**src/rtl/upcounter_pkg.sv**
```systemverilog
// Shared definitions for the load sequencer: FSM encoding and default sizing.
package upcounter_pkg;

    localparam int DEF_WIDTH   = 4;
    localparam int DEF_TIMEOUT = 20;

    typedef enum logic [1:0] {
        IDLE = 2'd0,
        LOAD = 2'd1,
        RUN  = 2'd2,
        DONE = 2'd3
    } state_t;

endpackage

```
**src/rtl/load_sequencer_if.sv**
```systemverilog
// Start handshake plus the load/count link to the downstream counter.
interface load_sequencer_if #(
    parameter int WIDTH = upcounter_pkg::DEF_WIDTH
) ();
    logic             start_valid;
    logic             start_ready;
    logic [WIDTH-1:0] preset;
    logic [WIDTH-1:0] target;
    logic             abort;
    logic [WIDTH-1:0] count;
    logic             load;
    logic [WIDTH-1:0] d;
    logic             busy;
    logic             done;
    logic             timeout;

    modport master (
        output start_valid, preset, target, abort, count,
        input  start_ready, load, d, busy, done, timeout
    );

    modport slave (
        input  start_valid, preset, target, abort, count,
        output start_ready, load, d, busy, done, timeout
    );
endinterface

```
**src/rtl/timeout_timer.sv**
```systemverilog
// Counts enabled cycles from zero; expired flags the TIMEOUT-th enabled cycle.
module timeout_timer #(
    parameter int TIMEOUT = upcounter_pkg::DEF_TIMEOUT
) (
    input  logic clk,
    input  logic rst,
    input  logic clear,
    input  logic enable,
    output logic expired
);
    localparam int TW = (TIMEOUT > 1) ? $clog2(TIMEOUT) : 1;

    logic [TW-1:0] timer;

    always_ff @(posedge clk or posedge rst) begin
        if (rst)
            timer <= '0;
        else if (clear)
            timer <= '0;
        else if (enable)
            timer <= timer + TW'(1);
    end

    assign expired = (timer == TW'(TIMEOUT - 1));
endmodule

```
**src/rtl/load_sequencer.sv**
```systemverilog
// Loads a preset into an external up counter, then waits for it to reach
// the target (or time out) and reports completion with a one-cycle pulse.
module load_sequencer
    import upcounter_pkg::*;
#(
    parameter int WIDTH   = DEF_WIDTH,
    parameter int TIMEOUT = DEF_TIMEOUT
) (
    input  logic clk,
    input  logic rst,
    load_sequencer_if.slave bus
);
    state_t           state, state_nx;
    logic [WIDTH-1:0] preset_q, target_q;
    logic             accept, match, expired, timeout_nx;

    assign bus.start_ready = (state == IDLE);
    assign accept          = bus.start_valid && (state == IDLE);
    assign match           = (bus.count == target_q);

    timeout_timer #(.TIMEOUT(TIMEOUT)) u_timer (
        .clk     (clk),
        .rst     (rst),
        .clear   (state != RUN),
        .enable  (state == RUN),
        .expired (expired)
    );

    // Match is checked before the timer so a same-cycle hit reports success.
    always_comb begin
        state_nx   = state;
        timeout_nx = 1'b0;
        case (state)
            IDLE: if (accept) state_nx = LOAD;
            LOAD: state_nx = bus.abort ? IDLE : RUN;
            RUN: begin
                if (bus.abort)
                    state_nx = IDLE;
                else if (match)
                    state_nx = DONE;
                else if (expired) begin
                    state_nx   = DONE;
                    timeout_nx = 1'b1;
                end
            end
            DONE: state_nx = IDLE;
            default: state_nx = IDLE;
        endcase
    end

    // Outputs are decoded from the next state so they are flops, not gates.
    always_ff @(posedge clk or posedge rst) begin
        if (rst) begin
            state       <= IDLE;
            preset_q    <= '0;
            target_q    <= '0;
            bus.load    <= 1'b0;
            bus.d       <= '0;
            bus.busy    <= 1'b0;
            bus.done    <= 1'b0;
            bus.timeout <= 1'b0;
        end else begin
            state       <= state_nx;
            bus.load    <= (state_nx == LOAD);
            bus.busy    <= (state_nx == LOAD) || (state_nx == RUN);
            bus.done    <= (state_nx == DONE);
            bus.timeout <= timeout_nx;
            if (accept) begin
                preset_q <= bus.preset;
                target_q <= bus.target;
                bus.d    <= bus.preset;
            end
        end
    end
endmodule

```
**src/flat_wrapper.sv**
```systemverilog
// flat-port wrapper written by rule: the top's interface ports become plain ports
module load_sequencer_flat import upcounter_pkg::*;
#(
    parameter int WIDTH   = DEF_WIDTH,
    parameter int TIMEOUT = DEF_TIMEOUT
)
  (clk, rst, bus_start_valid, bus_preset, bus_target, bus_abort, bus_count, bus_start_ready, bus_load, bus_d, bus_busy, bus_done, bus_timeout);
  load_sequencer_if #(.WIDTH(WIDTH)) bus_i ();
  input  logic clk;
  input  logic rst;
  input wire logic [$bits(bus_i.start_valid)-1:0] bus_start_valid;
  input wire logic [$bits(bus_i.preset)-1:0] bus_preset;
  input wire logic [$bits(bus_i.target)-1:0] bus_target;
  input wire logic [$bits(bus_i.abort)-1:0] bus_abort;
  input wire logic [$bits(bus_i.count)-1:0] bus_count;
  output wire logic [$bits(bus_i.start_ready)-1:0] bus_start_ready;
  output wire logic [$bits(bus_i.load)-1:0] bus_load;
  output wire logic [$bits(bus_i.d)-1:0] bus_d;
  output wire logic [$bits(bus_i.busy)-1:0] bus_busy;
  output wire logic [$bits(bus_i.done)-1:0] bus_done;
  output wire logic [$bits(bus_i.timeout)-1:0] bus_timeout;
  assign bus_i.start_valid = bus_start_valid;
  assign bus_i.preset = bus_preset;
  assign bus_i.target = bus_target;
  assign bus_i.abort = bus_abort;
  assign bus_i.count = bus_count;
  assign bus_start_ready = bus_i.start_ready;
  assign bus_load = bus_i.load;
  assign bus_d = bus_i.d;
  assign bus_busy = bus_i.busy;
  assign bus_done = bus_i.done;
  assign bus_timeout = bus_i.timeout;
  load_sequencer #(.WIDTH(WIDTH), .TIMEOUT(TIMEOUT)) u_core (.clk(clk), .rst(rst), .bus(bus_i));
endmodule
```
**config.mk**
```make
export PLATFORM = sky130hd
export DESIGN_NAME = load_sequencer_flat
export DESIGN_NICKNAME = d
export VERILOG_FILES = /design/src/rtl/upcounter_pkg.sv /design/src/rtl/load_sequencer_if.sv /design/src/rtl/timeout_timer.sv /design/src/rtl/load_sequencer.sv /design/src/flat_wrapper.sv
export SDC_FILE = /design/constraint.sdc
export NUM_CORES = 1
export LEC_CHECK = 0
export CAP_MARGIN = 20
export CORE_MARGIN = 8
export CORE_UTILIZATION = 39
export CTS_CLUSTER_DIAMETER = 30
export CTS_CLUSTER_SIZE = 8
export DETAILED_ROUTE_END_ITERATION = 10
export GPL_ROUTABILITY_DRIVEN = 0
export PLACE_DENSITY_LB_ADDON = 0.08
export SYNTH_ARGS = -nofsm -noshare
export SYNTH_HDL_FRONTEND = slang
export SYNTH_SLANG_ARGS = --single-unit
```
**constraint.sdc**
```tcl
create_clock -name clk -period 2.5 [get_ports clk]
set_input_delay 0.625 -clock clk [delete_from_list [all_inputs] [get_ports clk]]
set_output_delay 0.625 -clock clk [all_outputs]
set_load 0.02 [all_outputs]
```
==> results.yml, run 1 <==
critical_path:
  rr_endpoint: "u_core.bus.busy"
  startpoint_type: "flip-flop"
  crit_end: "bus_start_ready"
  critPathLaunch: "u_core.state[1]"
  worst-r2r-cell-count: 6
  arrival_ns: 1.45
  reg2reg_slack_ns: 0.79
  end_kind: "output pin"
  path_max_fanout: 4
  r2r_start: "u_core.u_timer.timer[0]"
  worstSetupPathType: "flip-flop to output pin"
  crit_required_ns: 1.88
global_route:
  antenna_found_initial: 0
  grt_max_degree: 20
  grt_usage: 0.0904
  grt_pass1_vias: 571
  grt-ovfl-total: 0
  grt_pass1_wl_um: 2480
sta:
  rsz0062_at_grt: "no"
  final.setup.worst_slack_ns: 0.429
  hold_violations: 0
  slew_headroom: 0.532
  post-route-period-util: 0.828
  clock_skew_ns: 0.00891
  setup_violations: 0
  fmax_mhz: 483
  tightest_slew_ns: 0.701
  fin_crit_ns: 2.07
  slew_violations: 0
  setup-tns-final_ns: 0
routing:
  dr.max_layer_used: "met4"
  dr.first_iter.drc_count: 5
  antenna_left: 0
  vias_per_cell: 4.49
  drt-met1-wl_um: 664
  num_vias: 516
  dr.pass1.iters: 2
  wl_met2_um: 706
  wl_per_cell_um: 12.8
  remaining_drc_errors: 0
  wirelength_um: 1470
  routed-wl-met3_um: 92
clock_network:
  cts_resized: 0
  htreeDepth: 1
  root_buffer: "clkbuf_4"
  cts.sinks: 19
  numCtsBuffers: 3
  clockBufferDepth: 2
  clk_latency_ns: 0.29
  clk_pin_slew_ns: 0.11
  cts_tree: "built"
  cts_hold_buf: 0
  cts_setup_buffers: 0
logic_synthesis:
  synth_seq_cells: 19
  synth_warnings: 0
  post_synth_num_cell_types: 19
  avgSynthCellArea_sq_um: 13.2
  synthCells: 60
  synth_nets: 78
  synth-seq-area-share: 0.600
  syn_area_sq_um: 792
layout:
  n_fill_cell: 182
  utilization: 0.561
  drive_gt1_frac: 0.136
  diodes: 0
  syn2layout_area_growth_pct: 37.4
  fin_nets: 107
die:
  core_sq_mm: 0.00194
  pin_count: 25
  die_area_sq_mm: 0.00373
  die_w_um: 61.1
  die_y_um: 61.1
  start_util: 0.408
  std_cell_rows: 16
power_and_ir_drop:
  vdd_drop_max_mv: 0.561
  p_per_area_mw_per_mm2: 991
  p_leak_nw: 0.491
run:
  drv_cap: 0
outcome:
  status: "finished clean"
placed_design:
  io_buffers: 24
  post-place-ws_ns: 0.266
min_path:
  hp-class: "flip-flop to flip-flop"
==> metal layers <==
metal	vias up	GRT usage
met2	12	0.139
met1	242	0.107
met3	2	0.0376
met5	-	0
met4	0	0.0399
li1	260	-
==> sequential cells by signal, indices dropped and copies added, names as in the netlist <==
name,count
u_core.bus.busy,1
u_core.bus.d,4
u_core.bus.done,1
u_core.bus.load,1
u_core.bus.timeout,1
u_core.state,2
u_core.target_q,4
u_core.u_timer.timer,5
==> worst max-delay path, stage by stage, from the launching register on <==
cell	delay (ns)
dfrtp_1	0.43
nor2_1	0.12
clkdlybuf4s50_1	0.61
==> logic make-up after synthesis <==
family / count (synthesis) / share of synthesized area
flip-flops: 19 / 0.600
AO/OA/AOI/OAI: 3 / 0.0316
multiplexers: 8 / 0.114
AND/OR/NAND/NOR: 16 / 0.112
XOR/XNOR: 7 / 0.0774
buffers and inverters: 5 / 0.0332
adder cells (fa/ha/maj): 2 / 0.0316
==> synthesized netlist by cell type (all sizes together) <==
master,number,share of area
dfrtp,19,0.60
mux2,8,0.11
nor2,7,0.033
xor2,6,0.066
inv,4,0.019
ha,2,0.032
nand3,2,0.013
a21o,1,0.0095
and3b,1,0.011
buf,1,0.014
nand2b,1,0.0079
nor3b,1,0.0095
nor4,1,0.0079
nor4bb,1,0.013
o22a,1,0.011
o31a,1,0.011
or2b,1,0.0095
or3,1,0.0079
xnor2,1,0.011
==> stage by stage <==
step                power, mW  cells  cell area [sq um]  hold slack [ns]
floorplan               0.754     60                792            0.433
global placement        0.936    111               1060            0.452
detailed placement      0.941    111               1060            0.462
CTS                      1.10    115               1090            0.479
global route             1.15    115               1090            0.505
finish                   1.08    115               1090            0.469
==> worst min path at each step <==
stage / startpoint / end / cells after the start
after floorplan: u_core.u_timer.timer[0] / u_core.u_timer.timer[0] / 1
after global placement: u_core.u_timer.timer[0] / u_core.u_timer.timer[0] / 1
after detailed placement: u_core.u_timer.timer[0] / u_core.u_timer.timer[0] / 1
after CTS: u_core.u_timer.timer[0] / u_core.u_timer.timer[0] / 1
after global routing: u_core.u_timer.timer[0] / u_core.u_timer.timer[0] / 1
final: u_core.u_timer.timer[0] / u_core.u_timer.timer[0] / 1
==> cells in the final DEF (no fill, tap or decap), drive strengths merged <==
cell	Yosys	layout
or3	1	1
a21o	1	1
mux2	8	8
clkbuf	0	4
nor2	7	7
o22a	1	1
nor4bb	1	1
nor4	1	1
or2b	1	1
ha	2	2
xnor2	1	1
clkdlybuf4s50	0	24
nor3b	1	1
xor2	6	6
buf	1	1
nand3	2	2
inv	4	4
o31a	1	1
nand2b	1	1
and3b	1	1
dfrtp	19	19
==> power by group <==
group	total (mW)	leakage, nW	switching, mW	internal, mW
Combinational	0.457	0.233	0.206	0.251
Sequential	0.471	0.243	0.0613	0.410
Clock	0.151	0.0150	0.0891	0.0619
==> cell type report <==
class | count | area, sq um | area share
flip-flops and latches | 19 | 475 | 0.437
multi-input cells | 36 | 290 | 0.267
repair buffers | 25 | 248 | 0.228
well taps | 27 | 33.8 | 0.0310
clock buffers | 4 | 26.3 | 0.0241
inverters | 4 | 15.0 | 0.0138
(Power assumes the default switching activity.)
==> inputs of run 2 (changes only) <==
==> constraint.sdc (replaced) <==
create_clock -name clk -period 2.05 [get_ports clk]
set_input_delay 0.5125 -clock clk [delete_from_list [all_inputs] [get_ports clk]]
set_output_delay 0.5125 -clock clk [all_outputs]
set_load 0.02 [all_outputs]
==> results.yml, run 2 (synthesis results as in run 1) <==
layout:
  n_fill_cell: 181
  largest_register_ffs: 5
  syn2layout_area_growth_pct: 39.5
  multi_input_area_sq_um: 290
  mostFrequentLayoutCell: "clkdlybuf4s50_1"
  layout_common_cells: "clkdlybuf4s50_1 (24), dfrtp_1 (19), mux2_2 (8)"
  layoutNonFillerInstCount: 117
  fin_nets: 109
  final_area_sq_mm: 0.00110
  top_register: "u_core.u_timer.timer"
  diodes: 0
  top_regs: "u_core.u_timer.timer x5, u_core.bus.d x4, u_core.target_q x4"
  register_area_sq_um: 475
  drive_gt1_frac: 0.167
routing:
  vias_per_cell: 4.46
  dr.first_iter.drc_count: 0
  wl_per_cell_um: 13.2
  dr.pass1.iters: 1
  remaining_drc_errors: 0
  num_vias: 522
  antenna_left: 0
  wirelength_um: 1540
outcome:
  status: "finished clean"
die:
  core_sq_mm: 0.00194
  die_area_sq_mm: 0.00373
  pin_count: 25
  die_y_um: 61.1
  std_cell_rows: 16
  start_util: 0.408
  die_w_um: 61.1
sta:
  setup-tns-final_ns: 0
  fin_crit_ns: 1.94
  rsz0062_at_grt: "no"
  fmax_mhz: 515
  post-route-period-util: 0.948
  hold_violations: 0
  slew_headroom: 0.698
  setup_violations: 0
  slew_violations: 0
  clock_skew_ns: 0.00493
  tightest_slew_ns: 0.448
global_route:
  grt_max_degree: 20
  grt-ovfl-total: 0
  grt_usage: 0.0937
  grt_pass1_wl_um: 2550
  grt_pass1_vias: 591
  antenna_found_initial: 0
power_and_ir_drop:
  clockPowerShare: 0.137
  intPower_mw: 0.885
  p_per_area_mw_per_mm2: 1200
  pwr-share-comb: 0.430
  power.share.sequential: 0.434
  p_leak_nw: 0.504
  switching_share: 0.332
  power.switching_mw: 0.440
  vdd_drop_max_mv: 0.706
placed_design:
  io_buffers: 24
  hpwlAfterDp_um: 1180
  dp.cells: 113
  placed_area_sq_mm: 0.00108
clock_network:
  clockBufferDepth: 2
  cts_tree: "built"
  root_buffer: "clkbuf_4"
  cts_hold_buf: 0
  cts_resized: 0
  clk_pin_slew_ns: 0.11
  clk_latency_ns: 0.29
  htreeDepth: 1
  numCtsBuffers: 3
  cts.sinks: 19
  cts_setup_buffers: 0
run:
  drv_cap: 0
critical_path:
  path_max_fanout: 6
  arrival_ns: 1.43
  worstSetupPathType: "flip-flop to output pin"
  end_kind: "output pin"
  startpoint_type: "flip-flop"
  crit_required_ns: 1.54
min_path:
  hp-class: "flip-flop to flip-flop"
[run 2: changes by cell type in the layout (fill, tap and decap cells not counted), sizes merged]
cell,previous run,this run
clkbuf,4,3
buf,1,3
clkinv,0,1
[run 2: final timing paths]
path	end	startpoint	slack [ns]	cells past startpoint
max	bus_start_ready	u_core.state[0]	0.11	2
min	u_core.u_timer.timer[0]	u_core.u_timer.timer[0]	0.46	1
max reg2reg	u_core.bus.busy	u_core.u_timer.timer[0]	0.33	6
min reg2reg	u_core.u_timer.timer[0]	u_core.u_timer.timer[0]	0.46	1
max in group asynchronous	u_core.bus.timeout	rst	1.31	3
min in group asynchronous	u_core.bus.d[3]	rst	0.53	3
[run 2: power groups by stage]
stage	clock network [mW]	registers (mW)	logic [mW]
2_1_floorplan	0	0.647	0.272
3_3_place_gp	0	0.582	0.568
3_5_place_dp	0	0.585	0.576
4_1_cts	0.192	0.578	0.580
5_1_grt	0.208	0.595	0.614
6_report	0.181	0.575	0.569
[run 2: per-layer routing]
layer | global-route usage | vias to the layer above | wire length, um
met1 | 0.107 | 248 | 655
li1 | - | 260 | -
met5 | 0 | - | 0
met4 | 0.0498 | 0 | 10
met3 | 0.0313 | 2 | 91
met2 | 0.151 | 12 | 781
[run 2: critical path: stages, from the launching register on]
cell,delay (ns)
dfrtp_1,0.43
nor2_1,0.10
clkdlybuf4s50_1,0.61
[run 2: layout make-up]
| cell class | instances | share of cell area |
|---|---|---|
| clock inverter | 1 | 0.00453 |
| timing repair buffer | 27 | 0.238 |
| tap | 27 | 0.0306 |
| multi-input combinational | 36 | 0.263 |
| clock buffer | 3 | 0.0204 |
| inverter | 4 | 0.0136 |
| sequential | 19 | 0.430 |
[run 2: through the flow]
| step | hold WS [ns] | setup WS [ns] | power (mW) | util |
|---|---|---|---|---|
| floorplan | 0.433 | 0.366 | 0.919 | - |
| global placement | 0.450 | 0.0519 | 1.15 | 0.555 |
| detailed placement | 0.453 | 0.0253 | 1.16 | 0.555 |
| CTS | 0.468 | 0.0805 | 1.35 | 0.569 |
| global route | 0.523 | 0.0310 | 1.42 | 0.569 |
| finish | 0.465 | 0.107 | 1.32 | 0.569 |
==> RTL edit, RTL diff (settings of run 1) <==
Reset style: synchronous (`rst`), changed in 2 clocked blocks.
--- a/src/rtl/timeout_timer.sv
+++ b/src/rtl/timeout_timer.sv
@@ -14,3 +14,3 @@
 
-    always_ff @(posedge clk or posedge rst) begin
+    always_ff @(posedge clk) begin
         if (rst)
--- a/src/rtl/load_sequencer.sv
+++ b/src/rtl/load_sequencer.sv
@@ -51,3 +51,3 @@
     // Outputs are decoded from the next state so they are flops, not gates.
-    always_ff @(posedge clk or posedge rst) begin
+    always_ff @(posedge clk) begin
         if (rst) begin
Function: differs if rst is asserted again (counterexample within 4 cycles, from zero or initial values and one cycle with rst high); with rst held inactive, the same outputs for 10 cycles.
==> RTL edit against run 1 <==
Global-route usage grew 0.27 points. Design area shrank 1.7%. Wire length grew 4.1%. Synthesized area shrank 3.5%. Synthesized cell count grew 22%. Sequential cell count is the same. Worst setup slack gained 0.057 ns.
Power is not compared: it rests on default switching activity, and its combinational part moved more than twofold at a synthesized area within 25%.
==> RTL edit: results (changes against run 1) <==
Seq/Total Area, Yosys = 0.4975 (was 0.6003)
run status = completed (unchanged)
Area contributors post-synth = dfxtp_1, mux2i_1, nor2_1 (was dfrtp_1, mux2_2, xor2_1)
Worst setup startpoint = u_core.state[0]$_SDFF_PP0_ (was u_core.state[1]$_DFF_PP0_)
Routed WL = 1.533 mm (was 1.472 mm)
post-synthesis mux area share = 0.1047 (was 0.1137)
Synth Area in XOR/XNOR = 0.09165 (was 0.07741)
clk_skew = 0.001532 ns (was 0.008906 ns)
1st-iter DRT viols = 0 (was 5)
register area = 380.4 µm² (was 475.5 µm²)
hold slack = 0.4578 ns (was 0.4685 ns)
largest net degree at the start of global routing = 14 (was 20)
Nets = 120 (was 107)
First-pass DRT Iterations = 1 (was 2)
Mapped Nets = 91 (was 78)
fraction of area in multi-input gates = 0.3392 (was 0.2667)
Adder-Cell Fraction of Synth Area = 0.03273 (was 0.03160)
R2R Path End = u_core.bus.busy$_SDFF_PP0_ (was u_core.bus.busy$_DFF_PP0_)
worst-path fanout max = 6 (was 4)
Synth top cells by count = dfxtp_1, nor2_1, mux2i_1, xnor2_1, xor2_1 (was dfrtp_1, mux2_2, nor2_1, xor2_1, inv_1)
Synth Area in Compound Gates = 0.02291 (was 0.03160)
normalized max-slew margin = 0.6973 (was 0.5324)
NonClk Buf Share = 0.2456 (was 0.2276)
clk tree area frac = 0.02456 (was 0.02414)
Inverters = 1 (was 4)
synth unique cells = 21 (was 19)
hold endpoint = u_core.u_timer.timer[0]$_SDFFE_PP0N_ (was u_core.u_timer.timer[0]$_DFF_PP0_)
gr usage total = 0.09301 (was 0.09036)
Signal buffers = 27 (was 25)
-- RTL edit: metal layers --
| layer | vias to the layer above | share of wire | track usage | wire [µm] |
|---|---|---|---|---|
| met5 | - | 0 | 0 | 0 |
| met4 | 0 | 0.013 | 0.06122 | 20 |
| met3 | 4 | 0.11 | 0.05161 | 162 |
| met2 | 16 | 0.46 | 0.1524 | 707 |
| met1 | 260 | 0.42 | 0.08680 | 643 |
| li1 | 299 | - | - | - |
-- RTL edit: per-stage QoR --
step / area, µm² / util / setup WS [ns] / instances
after floorplan: 764.5 / - / 0.8925 / 73
after global placement: 1044 / 0.5487 / 0.4849 / 124
after detailed placement: 1044 / 0.5487 / 0.4562 / 124
after CTS: 1070 / 0.5625 / 0.4665 / 128
after global routing: 1070 / 0.5625 / 0.4084 / 128
final: 1070 / 0.5625 / 0.4868 / 128
-- RTL edit: worst max-delay path: stages (launching register included) --
cell	delay, ns
dfxtp_1	0.38
nor2_1	0.12
clkdlybuf4s50_1	0.61
